$ cat config.mk
export PLATFORM = sky130hd
export DESIGN_NAME = riscv_lsu
export DESIGN_NICKNAME = d
export VERILOG_FILES = /design/src/rtl/riscv_lsu.sv
export SDC_FILE = /design/constraint.sdc
export NUM_CORES = 1
export LEC_CHECK = 0
export ABC_CLOCK_PERIOD_IN_PS = 2000
export BUFFER_PORTS_ARGS = -buffer_cell sky130_fd_sc_hd__buf_2
export CAP_MARGIN = 20
export CORE_MARGIN = 1.5
export CORE_UTILIZATION = 35
export DETAILED_ROUTE_END_ITERATION = 7
export PLACE_DENSITY_LB_ADDON = 0.2
export SLEW_MARGIN = 10
export SYNTH_ARGS = -nofsm -noshare
export SYNTH_HDL_FRONTEND = slang
export SYNTH_SLANG_ARGS = --single-unit
$ cat constraint.sdc
create_clock -name clk_i -period 2 [get_ports clk_i]
set_input_delay 0.2 -clock clk_i [delete_from_list [all_inputs] [get_ports clk_i]]
set_output_delay 0.2 -clock clk_i [all_outputs]
set_load 0.005 [all_outputs]
$ cat src/rtl/riscv_lsu.sv
// -----------------------------------------------------------------------------
// riscv_lsu -- RISC-V load/store unit (single outstanding access)
//
// Turns a core load/store request into a one-cycle memory request. It then
// waits in WAIT until mem_ready_i is high. Read data is lane-selected and
// sign- or zero-extended on its way back to the core.
//
// Optional feature (compile-time macro):
//   LSU_MISALIGN_EN -- when defined, a misaligned half/word access is
//                      refused in IDLE. It is flagged on misalign_o for one
//                      cycle, and no memory request is issued.
//                      When undefined, misalign_o is tied low, and misaligned
//                      accesses use the aligned lane.
//
// Ports:
//   clk_i         system clock (rising edge)
//   rst_ni        asynchronous active-low reset
//   core_req_i    core load/store request
//   core_we_i     1 = store, 0 = load
//   core_size_i   funct3: 000 B, 001 H, 010 W, 100 BU, 101 HU
//   core_addr_i   byte address
//   core_wd_i     store data, right-aligned
//   core_rd_o     load result, extended to 32 bits
//   core_stall_o  core must hold PC and core_* inputs while high
//   misalign_o    one-cycle misaligned-access flag
//   mem_req_o     memory request
//   mem_we_o      memory write enable
//   mem_be_o      memory byte enables
//   mem_addr_o    memory byte address (pass-through of core_addr_i)
//   mem_wd_o      lane-replicated write data
//   mem_rd_i      memory read data (valid in the cycle after the request)
//   mem_ready_i   memory ready
// -----------------------------------------------------------------------------
module riscv_lsu (
   input  logic        clk_i,
   input  logic        rst_ni,
   input  logic        core_req_i,
   input  logic        core_we_i,
   input  logic [2:0]  core_size_i,
   input  logic [31:0] core_addr_i,
   input  logic [31:0] core_wd_i,
   output logic [31:0] core_rd_o,
   output logic        core_stall_o,
   output logic        misalign_o,
   output logic        mem_req_o,
   output logic        mem_we_o,
   output logic [3:0]  mem_be_o,
   output logic [31:0] mem_addr_o,
   output logic [31:0] mem_wd_o,
   input  logic [31:0] mem_rd_i,
   input  logic        mem_ready_i
);

   typedef enum logic {ST_IDLE, ST_WAIT} state_t;

   state_t      r_state;
   state_t      w_state_next;
   logic [2:0]  r_size;
   logic [1:0]  r_off;
   logic        r_we;
   logic [31:0] r_rd;

   logic        w_is_byte;
   logic        w_is_half;
   logic        w_misalign;
   logic        w_req;
   logic        w_stall;
   logic        w_mis_flag;
   logic [3:0]  w_be;
   logic [31:0] w_wd;
   logic [7:0]  w_byte;
   logic [15:0] w_half;
   logic [31:0] w_load_val;

   // Size decode: the low two bits give the width, and bit 2 selects unsigned.
   // Any code that is neither byte nor half is handled as a word.
   assign w_is_byte = (core_size_i[1:0] == 2'b00);
   assign w_is_half = (core_size_i[1:0] == 2'b01);

`ifdef LSU_MISALIGN_EN
   assign w_misalign = (w_is_half & core_addr_i[0]) |
                       (!w_is_byte & !w_is_half & (core_addr_i[1:0] != 2'b00));
`else
   assign w_misalign = 1'b0;
`endif

   // Byte enables and write data are lane-aligned. A misaligned half or word
   // falls back to its aligned lane.
   always_comb begin
      w_be = 4'b1111;
      w_wd = core_wd_i;
      if (w_is_byte) begin
         w_be = 4'b0001 << core_addr_i[1:0];
         w_wd = {4{core_wd_i[7:0]}};
      end else if (w_is_half) begin
         w_be = core_addr_i[1] ? 4'b1100 : 4'b0011;
         w_wd = {2{core_wd_i[15:0]}};
      end
   end

   // Next-state and handshake outputs
   always_comb begin
      w_state_next = r_state;
      w_req        = 1'b0;
      w_stall      = 1'b0;
      w_mis_flag   = 1'b0;
      case (r_state)
         ST_IDLE: begin
            if (core_req_i) begin
               if (w_misalign) begin
                  w_mis_flag = 1'b1;
               end else begin
                  w_req        = 1'b1;
                  w_stall      = 1'b1;
                  w_state_next = ST_WAIT;
               end
            end
         end
         ST_WAIT: begin
            // Requests are ignored here. The core holds its inputs, so the
            // next request is seen in the following IDLE cycle.
            w_stall = !mem_ready_i;
            if (mem_ready_i) begin
               w_state_next = ST_IDLE;
            end
         end
         default: w_state_next = ST_IDLE;
      endcase
   end

   // Load lane select, using the offset and size latched at request time
   always_comb begin
      case (r_off)
         2'd0:    w_byte = mem_rd_i[7:0];
         2'd1:    w_byte = mem_rd_i[15:8];
         2'd2:    w_byte = mem_rd_i[23:16];
         default: w_byte = mem_rd_i[31:24];
      endcase
      w_half = r_off[1] ? mem_rd_i[31:16] : mem_rd_i[15:0];
      case (r_size)
         3'b000:  w_load_val = {{24{w_byte[7]}}, w_byte};
         3'b100:  w_load_val = {24'd0, w_byte};
         3'b001:  w_load_val = {{16{w_half[15]}}, w_half};
         3'b101:  w_load_val = {16'd0, w_half};
         default: w_load_val = mem_rd_i;
      endcase
   end

   always_ff @(posedge clk_i or negedge rst_ni) begin
      if (!rst_ni) begin
         r_state <= ST_IDLE;
         r_size  <= 3'd0;
         r_off   <= 2'd0;
         r_we    <= 1'b0;
         r_rd    <= 32'd0;
      end else begin
         r_state <= w_state_next;
         if (w_req) begin
            r_size <= core_size_i;
            r_off  <= core_addr_i[1:0];
            r_we   <= core_we_i;
         end
         if ((r_state == ST_WAIT) && mem_ready_i && !r_we) begin
            r_rd <= w_load_val;
         end
      end
   end

   // Outputs are gated by rst_ni so that they stay at zero while reset is
   // asserted, even if core_req_i is high.
   assign mem_req_o    = rst_ni & w_req;
   assign mem_we_o     = rst_ni & w_req & core_we_i;
   assign mem_be_o     = (rst_ni & w_req) ? w_be : 4'b0000;
   assign mem_addr_o   = core_addr_i;
   assign mem_wd_o     = w_wd;
   assign core_stall_o = rst_ni & w_stall;
   assign misalign_o   = rst_ni & w_mis_flag;
   // A load shows its result in the WAIT cycle, and the result is held after.
   assign core_rd_o    = ((r_state == ST_WAIT) && !r_we) ? w_load_val : r_rd;

endmodule

=== Word level (Yosys, flattened, before mapping) ===
Index checks and enable logic that the tools add are counted.

* Flip-flop bits (word level): 39
* Logic and storage cells: 39
* Input port bits: 104

* Reductions and logical operators: 8
* Shifts and indexed selects: 1
* Bitwise logic cells: 4
* Equal/unequal tests: 6
* Mux-type cells: 15

{| class="wikitable"
|+ Operators with widths
! cell !! count
|-
| one-hot mux 32 bit (4 select lines) || 1
|-
| two-way mux 32 bit || 3
|-
| one-hot mux 8 bit (3 select lines) || 1
|-
| two-way mux 16 bit || 1
|-
| two-way mux 4 bit || 4
|-
| == test 3 bit (second input constant) || 2
|-
| == test 2 x 1 -> 1 bit (second input constant) || 2
|-
| zero test 2 bit || 2
|-
| one-hot mux 1 bit (2 select lines) || 2
|-
| left shift 1 x 2 -> 4 bit (first input constant) || 1
|-
| bitwise AND 1 bit || 3
|-
| == test 3 x 1 -> 1 bit (second input constant) || 1
|-
| logical AND 1 bit || 3
|-
| zero test 3 bit || 1
|-
| two-way mux 1 bit || 3
|-
| == test 2 bit (second input constant) || 1
|-
| zero test 1 bit || 2
|-
| inverter 1 bit || 1
|}

=== Depth between registers and ports, before layout ===
Gate-level depths: netlist (run 1).

* Word-level depth: 4
* Depth in mapped cells: 7

=== Least setup slack after synthesis (run 1) ===
No wires, ideal clock.

* Kind: reg-to-output
* From: register r_size[1]
* To: output port core_rd_o[20]
* Arrival time: 1.529 ns
* Required time: 1.800 ns
* Stages on the path, launching flop included: 7
* Path buffers: 2
* Path slack: 0.271 ns
* Cell sequence: dfrtp_1 > buf_6 > or3b_1 > o22ai_2 > o31ai_4 > buf_6 > a21oi_1

* Word-level cells in the longest chain between the ends: 3

{| class="wikitable"
|+ Ends and longest elaborated chain
! what !! line !! source
|-
| start, declared || 58 || <nowiki>logic [2:0] r_size;</nowiki>
|-
| start signal, assigned || 159 || <nowiki>r_size <= core_size_i;</nowiki>
|-
| == test 3 bit (tied with other cells) || 140 || <nowiki>case (r_size)</nowiki>
|-
| one-hot mux 32 bit (4 select lines) (*) || 140 ||
|-
| two-way mux 32 bit (*) || 179 || <nowiki>assign core_rd_o = ((r_state == ST_WAIT) && !r_we) ? w_load_val : r_rd;</nowiki>
|-
| end, declared || 42 || <nowiki>output logic [31:0] core_rd_o,</nowiki>
|}

Every way passes the cells marked *; elsewhere a longest branch is shown, timed or not.

=== Worst setup path after layout (run 1) ===
* From: register r_off[1]
* To: output port core_rd_o[13]

* Word-level cells in the longest chain between the ends: 4

{| class="wikitable"
|+ Ends and longest elaborated chain
! what !! line !! source
|-
| start, declared || 59 || <nowiki>logic [1:0] r_off;</nowiki>
|-
| start signal, assigned || 160 || <nowiki>r_off <= core_addr_i[1:0];</nowiki>
|-
| == test 2 bit (tied with other cells) || 133 || <nowiki>case (r_off)</nowiki>
|-
| one-hot mux 8 bit (3 select lines) || 133 ||
|-
| one-hot mux 32 bit (4 select lines) (*) || 140 ||
|-
| two-way mux 32 bit (*) || 179 ||
|}

Marks and branches as above.

==> results.py, run 1 <==
metrics = {
    "status": {
        "status": "finished with violations",
        "violations": "negative setup slack",
    },
    "cts": {
        "root_buffer": "clkbuf_8",
        "clkTransAtPathRegs_ps": 80,
        "cts_max_level": 2,
        "clock_latency_ps": 300,
        "clockBufferDepth": 2,
        "cts_inserted_buffers": 5,
        "cts_tree": "built",
        "clock-sinks": 39,
    },
    "timing": {
        "fin_skew_ps": 7.10,
        "hold_slack_ps": 110,
        "finalCritPeriodShare_pct": 107,
        "min_period_ps": 2150,
        "rsz0062_at_grt": "true",
        "setup_slack_ps": -147,
        "fin_tns_setup_ps": -3110,
        "setup_viol": 32,
        "finalMaxSlewViolations": 0,
        "final_hold_viol_count": 0,
        "fmax_ghz": 0.466,
    },
    "logic_synthesis": {
        "synth_warnings": 0,
        "yosys_register_bits": 39,
        "netlist_instances": 411,
        "synth_seq_area_share_pct": 28.7,
        "synthesis.area_um2": 3400,
        "synth_nets": 515,
        "synth_area_per_cell_um2": 8.27,
        "ys_types": 38,
    },
    "worst_setup_path": {
        "worst-path-max-fanout": 7,
        "critPathLaunchType": "flop",
        "slowest_stage": "mux4_2",
        "setup.worst_path.end_class": "output pin",
        "critPathRequiredTime_ps": 1800,
        "slowest_delay_ps": 530,
        "crit_arrival_ps": 1950,
        "criticalPathCategory": "reg2out",
        "worstPathCellList": "mux4_2 > nor4b_4 > nor2_2 > buf_6 > a31oi_2 > buf_2",
        "crit_family": "multiplexers",
        "crit_buf_inv": 2,
    },
    "power_and_ir_drop": {
        "cellInternalPower_mw": 2.96,
        "clock_power_share_pct": 16.6,
        "finalPower_mw": 4.82,
        "p_per_area_nw_per_um2": 1100,
        "vdd_drop_max_mv": 0.417,
        "p_comb_share_pct": 54.9,
        "leakage_nw": 2.05,
        "netSwitchingFraction_pct": 38.6,
        "seq_power_share_pct": 28.5,
        "p_sw_mw": 1.86,
    },
    "cells_and_area": {
        "final_util_pct": 47.1,
        "antenna_cells": 0,
        "n_fill_cell": 977,
        "final_area_um2": 4390,
        "fin_cells": 652,
        "area_growth_pct": 29.3,
        "drive_gt1_share_pct": 50.1,
        "num-nets-final": 626,
    },
    "detailed_routing": {
        "ant_nets": 0,
        "firstDrtPassIters": 4,
        "dr.first_iter.drc_count": 115,
        "wl_um": 10800,
        "vias": 3383,
        "avgViaCountPerCell": 5.19,
        "drc": 0,
        "routedWlPerCell_um": 16.6,
    },
    "run": {
        "cap_violations": 0,
    },
    "grt": {
        "grt_pass1_wl_um": 16600,
        "grt_max_degree": 29,
        "grt_use_total_pct": 20.9,
        "antenna_found_initial": 0,
        "grt_pass1_vias": 3338,
        "overflow": 0,
    },
    "placed_design": {
        "dp_cells": 642,
        "routabilityCongestion": 0.847,
        "port-buffer-count": 146,
        "pre_cts_slack_ps": 71.2,
        "hpwlAfterDp_um": 8580,
        "place_area_um2": 4070,
    },
    "floorplanning": {
        "ios": 208,
        "initial_core_util_pct": 36.4,
        "die_y_um": 102,
        "core_area_um2": 9330,
        "die-area_um2": 10300,
        "die_w_um": 102,
        "num_rows": 35,
    },
    "min_path": {
        "hold_class": "in2reg",
    },
}
[cell families (layout without fill, tap and decap cells)]
kind of cell	after synthesis	after routing	synth area share, %
other	1	1	0.110
AOI/OAI and AO/OA	113	113	22.5
and+or+nand+nor	130	130	16.6
buffers and inverters	74	186	14.1
DFF	39	39	28.7
muxes	54	54	18.0
[synthesized netlist by cell type (all sizes together)]
library cell,number,area [µm²]
nand2,55,206
nor2,55,211
buf,53,400
mux2,43,488
dfrtp,39,976
a21oi,38,228
o21ai,24,120
clkbuf,17,63.8
a22o,14,123
a31oi,14,87.6
mux2i,10,100
a32oi,8,70.1
o22ai,8,56.3
nor2b,6,37.5
o31ai,6,72.6
inv,4,15.0
nand2b,4,25.0
and3,2,17.5
nor4,2,12.5
nor4b,2,23.8
and2,1,6.26
and3b,1,8.76
conb,1,3.75
mux4,1,22.5
o21bai,1,7.51
or3,1,6.26
or3b,1,8.76
[final cells by class]
cell class / instances / area [µm²] / area share [%]
Clock buffer: 5 / 68.8 / 1.57
Timing Repair Buffer: 174 / 1000 / 22.8
Clock inverter: 3 / 67.6 / 1.54
Inverter: 4 / 15.0 / 0.342
Tap cell: 129 / 161 / 3.67
Multi-Input combinational cell: 298 / 2100 / 47.8
Sequential cell: 39 / 978 / 22.3
[metal layers]
layer,vias up,track usage [%],share of wire (%)
li1,1632,-,-
met1,1572,24.3,39
met2,155,37.9,52
met3,24,4.35,7.3
met4,0,7.37,2.2
met5,-,0,0
[power groups by stage]
stage / combinational [mW] / clock [mW] / sequential, mW
6_report: 2.65 / 0.801 / 1.37
5_1_grt: 2.95 / 0.860 / 1.42
4_1_cts: 2.61 / 0.825 / 1.37
3_5_place_dp: 2.49 / 0 / 1.38
3_3_place_gp: 2.46 / 0 / 1.36
2_1_floorplan: 1.65 / 0 / 1.31
[sequential cells by signal (all words and copies together) (netlist names)]
register  cells
r_off         2
r_size        3
r_we          1
r_rd         32
r_state       1
[worst register-to-register path, stage by stage (launching register included)]
cell,delay [ps]
dfrtp_2,460
mux4_2,530
nor4b_4,150
buf_4,150
nor2_2,280
a31oi_1,130
[cell usage in the layout, fill, tap and decap left out, types with 2 or more instances in the layout]
cell type,instances
mux2i_1,8
a22o_1,14
buf_6,2
mux2_2,39
nand2b_1,4
buf_12,4
o31ai_4,2
a21oi_1,28
clkbuf_8,5
nor2_2,2
o21ai_0,20
a21oi_2,10
a31oi_2,4
o31ai_1,4
dfrtp_2,2
dfrtp_1,37
buf_4,21
nor2b_1,5
inv_1,4
a32oi_1,8
a31oi_1,9
mux2_4,4
nor4_4,2
o22ai_2,8
nor2_1,53
nand2_1,55
buf_2,146
o21ai_1,4
bufinv_16,2
[final timing paths]
kind	from	end	slack [ps]	cells past startpoint
worst min-delay path	mem_ready_i	r_state	110	2
worst max-delay path	r_off[1]	core_rd_o[13]	-150	6
min in group asynchronous	rst_ni	r_state	290	2
worst min register to register	r_rd[6]	r_rd[6]	480	2
max in group asynchronous	rst_ni	r_rd[29]	1210	3
worst max register to register	r_off[1]	r_rd[8]	180	5
[what timing repair did]
action / 4_1_cts / 5_1_grt
hold buffers: 1 / 0
pin swaps: 2 / 0
setup buffers: 0 / 1
setup endpoints to repair: 32 / 32
gates resized for setup: 24 / 10
endpoints found under the hold margin: 39 / 0
gates cloned: 0 / 0
Note: power is estimated with default switching activity, not from simulation.
==> run 2: changes to the inputs <==
--- a/config.mk
+++ b/config.mk
@@ -9,7 +9,8 @@
 export BUFFER_PORTS_ARGS = -buffer_cell sky130_fd_sc_hd__buf_2
 export CAP_MARGIN = 20
 export CORE_MARGIN = 1.5
-export CORE_UTILIZATION = 35
+export CORE_UTILIZATION = 30
+export CTS_BUF_LIST = sky130_fd_sc_hd__clkbuf_8 sky130_fd_sc_hd__clkbuf_16
 export DETAILED_ROUTE_END_ITERATION = 7
 export PLACE_DENSITY_LB_ADDON = 0.2
 export SLEW_MARGIN = 10
==> run 2 against run 1 <==
  * The run still ends with negative setup slack left
  * Die area increased by 16%
  * Sequential share of layout area decreased by 0.45 points
  * Routed wire length increased by 6.8%
  * Critical endpoint is now core_rd_o[15]
  * Highest routed layer unchanged
==> results.py, run 2 (same netlist as run 1, synthesis figures left out) <==
metrics = {
    "status": {
        "status": "finished with violations",
        "violations": "negative setup slack",
    },
    "worst_setup_path": {
        "r2r-start": "r_off[1]",
        "setup.worst_path.end_class": "output pin",
        "critPathRequiredTime_ps": 1800,
        "criticalPathCategory": "reg2out",
        "regToRegSetupSlack_ps": 120,
        "ff2ff_path_depth": 5,
        "worst-path-max-fanout": 8,
        "r2r_end": "r_rd[9]",
        "critPathLaunchType": "flop",
        "crit_arrival_ps": 1960,
    },
    "min_path": {
        "min_to": "r_state",
        "hold_depth": 2,
        "hold_class": "in2reg",
        "hold_start": "mem_ready_i",
    },
    "power_and_ir_drop": {
        "clock_power_share_pct": 18.6,
        "cellInternalPower_mw": 3.14,
        "p_sw_mw": 1.94,
        "netSwitchingFraction_pct": 38.2,
        "leakage_nw": 2.09,
        "seq_power_share_pct": 27.3,
        "vdd_drop_max_mv": 0.403,
        "p_comb_share_pct": 54.1,
        "p_per_area_nw_per_um2": 1130,
    },
    "timing": {
        "min_period_ps": 2160,
        "finalMaxSlewViolations": 0,
        "setup_viol": 32,
        "fin_skew_ps": 4.11,
        "final_hold_viol_count": 0,
        "setup_slack_ps": -164,
        "fmax_ghz": 0.462,
        "finalCritPeriodShare_pct": 108,
        "rsz0062_at_grt": "true",
        "fin_tns_setup_ps": -3600,
    },
    "placed_design": {
        "dp_cells": 650,
        "port-buffer-count": 146,
        "pre_cts_slack_ps": 31.0,
        "place_area_um2": 4060,
        "hpwlAfterDp_um": 8850,
        "routabilityCongestion": 0.805,
    },
    "grt": {
        "antenna_found_initial": 0,
        "grt_use_total_pct": 18.7,
        "grt_pass1_vias": 3208,
        "grt_max_degree": 34,
        "overflow": 0,
        "grt_pass1_wl_um": 17000,
    },
    "cts": {
        "cts_inserted_buffers": 5,
        "cts_max_level": 2,
        "clockBufferDepth": 2,
        "clock_latency_ps": 280,
        "clock-sinks": 39,
        "root_buffer": "clkbuf_16",
        "cts_tree": "built",
        "clkTransAtPathRegs_ps": 60,
    },
    "detailed_routing": {
        "wl_um": 11600,
        "drc": 0,
        "dr.first_iter.drc_count": 209,
        "vias": 3411,
        "avgViaCountPerCell": 5.13,
        "routedWlPerCell_um": 17.4,
        "firstDrtPassIters": 4,
        "ant_nets": 0,
    },
    "floorplanning": {
        "num_rows": 38,
        "initial_core_util_pct": 31.1,
        "die_w_um": 109,
        "die_y_um": 109,
        "ios": 208,
        "die-area_um2": 12000,
        "core_area_um2": 10900,
    },
    "cells_and_area": {
        "final_area_um2": 4490,
        "drive_gt1_share_pct": 50.5,
        "top_register": "r_rd",
        "reg.largest.list": "r_rd x32, r_size x3, r_off x2",
        "antenna_cells": 0,
        "largest_reg_flops": 32,
        "final_cell_mix": "buf_2 (146), nand2_1 (55), nor2_1 (53)",
        "n_fill_cell": 1116,
        "final_common_cell": "buf_2",
        "fin_cells": 665,
        "area_growth_pct": 32.1,
        "num-nets-final": 628,
    },
    "run": {
        "cap_violations": 0,
    },
}
## run 2: cell types whose count changed in the layout (fill, tap and decap cells not counted), sizes merged
| cell | previous run | this run |
|---|---|---|
| clkbuf | 5 | 7 |
| clkinv | 0 | 1 |
| bufinv | 2 | 1 |
| bufbuf | 0 | 1 |
| clkinvlp | 1 | 0 |
## run 2: area by class of cell
class	instances	area, µm²	area share [%]
clock buffers	6	139	3.09
repair buffers	176	1060	23.6
clock inverters	2	35.0	0.780
multi-input cells	298	2090	46.5
flip-flops and latches	39	980	21.8
well taps	140	175	3.90
inverters	4	15.0	0.334
## run 2: routing by layer
metal,part of all wire (%),GRT usage (%),wire length (µm),vias to the layer above
li1,-,-,-,1641
met3,7.8,3.56,905,29
met4,2.3,6.86,267,0
met2,51,34.4,5890,166
met5,0,0,0,-
met1,39,21.2,4510,1575
## run 2: per-stage QoR
step	util (%)	power, mW	hold slack [ps]
2_1_floorplan	-	2.96	-95.6
3_3_place_gp	37.2	3.84	78.8
3_5_place_dp	37.2	3.89	78.7
4_1_cts	40.4	5.05	149
5_1_grt	41.1	5.47	160
6_report	41.1	5.08	141
## run 2: how the worst max path moves through the flow
| stage | slack (ps) | to | from | cells past startpoint |
|---|---|---|---|---|
| final | -160 | core_rd_o[15] | r_off[1] | 6 |
| after global routing | -230 | core_rd_o[5] | r_off[0] | 6 |
| after CTS | -150 | core_rd_o[15] | r_off[1] | 6 |
| after detailed placement | 30 | core_rd_o[15] | r_off[1] | 6 |
| after global placement | 30 | core_rd_o[15] | r_off[1] | 6 |
| after floorplan | 270 | core_rd_o[20] | r_size[1] | 6 |
## run 2: critical path, stage by stage, from the launching register on
cell and delay, ps:
dfrtp_2 460, mux2_4 310, and3_4 210, nor4_2 320, buf_4 170, o31ai_1 70, buf_2 130
## run 2: repair_timing
item,CTS,global route
hold endpoints to repair,6,0
setup buffers,3,1
hold buffers,1,0
pin swaps,1,4
resized for setup,23,6
cloned,1,1
endpoints found under the setup margin,32,32
## run 2: power by group through the flow
stage / Sequential [mW] / Clock (mW) / Combinational (mW)
6_report: 1.39 / 0.944 / 2.75
5_1_grt: 1.43 / 0.995 / 3.04
4_1_cts: 1.37 / 0.962 / 2.71
3_5_place_dp: 1.38 / 0 / 2.51
3_3_place_gp: 1.36 / 0 / 2.48
2_1_floorplan: 1.31 / 0 / 1.65
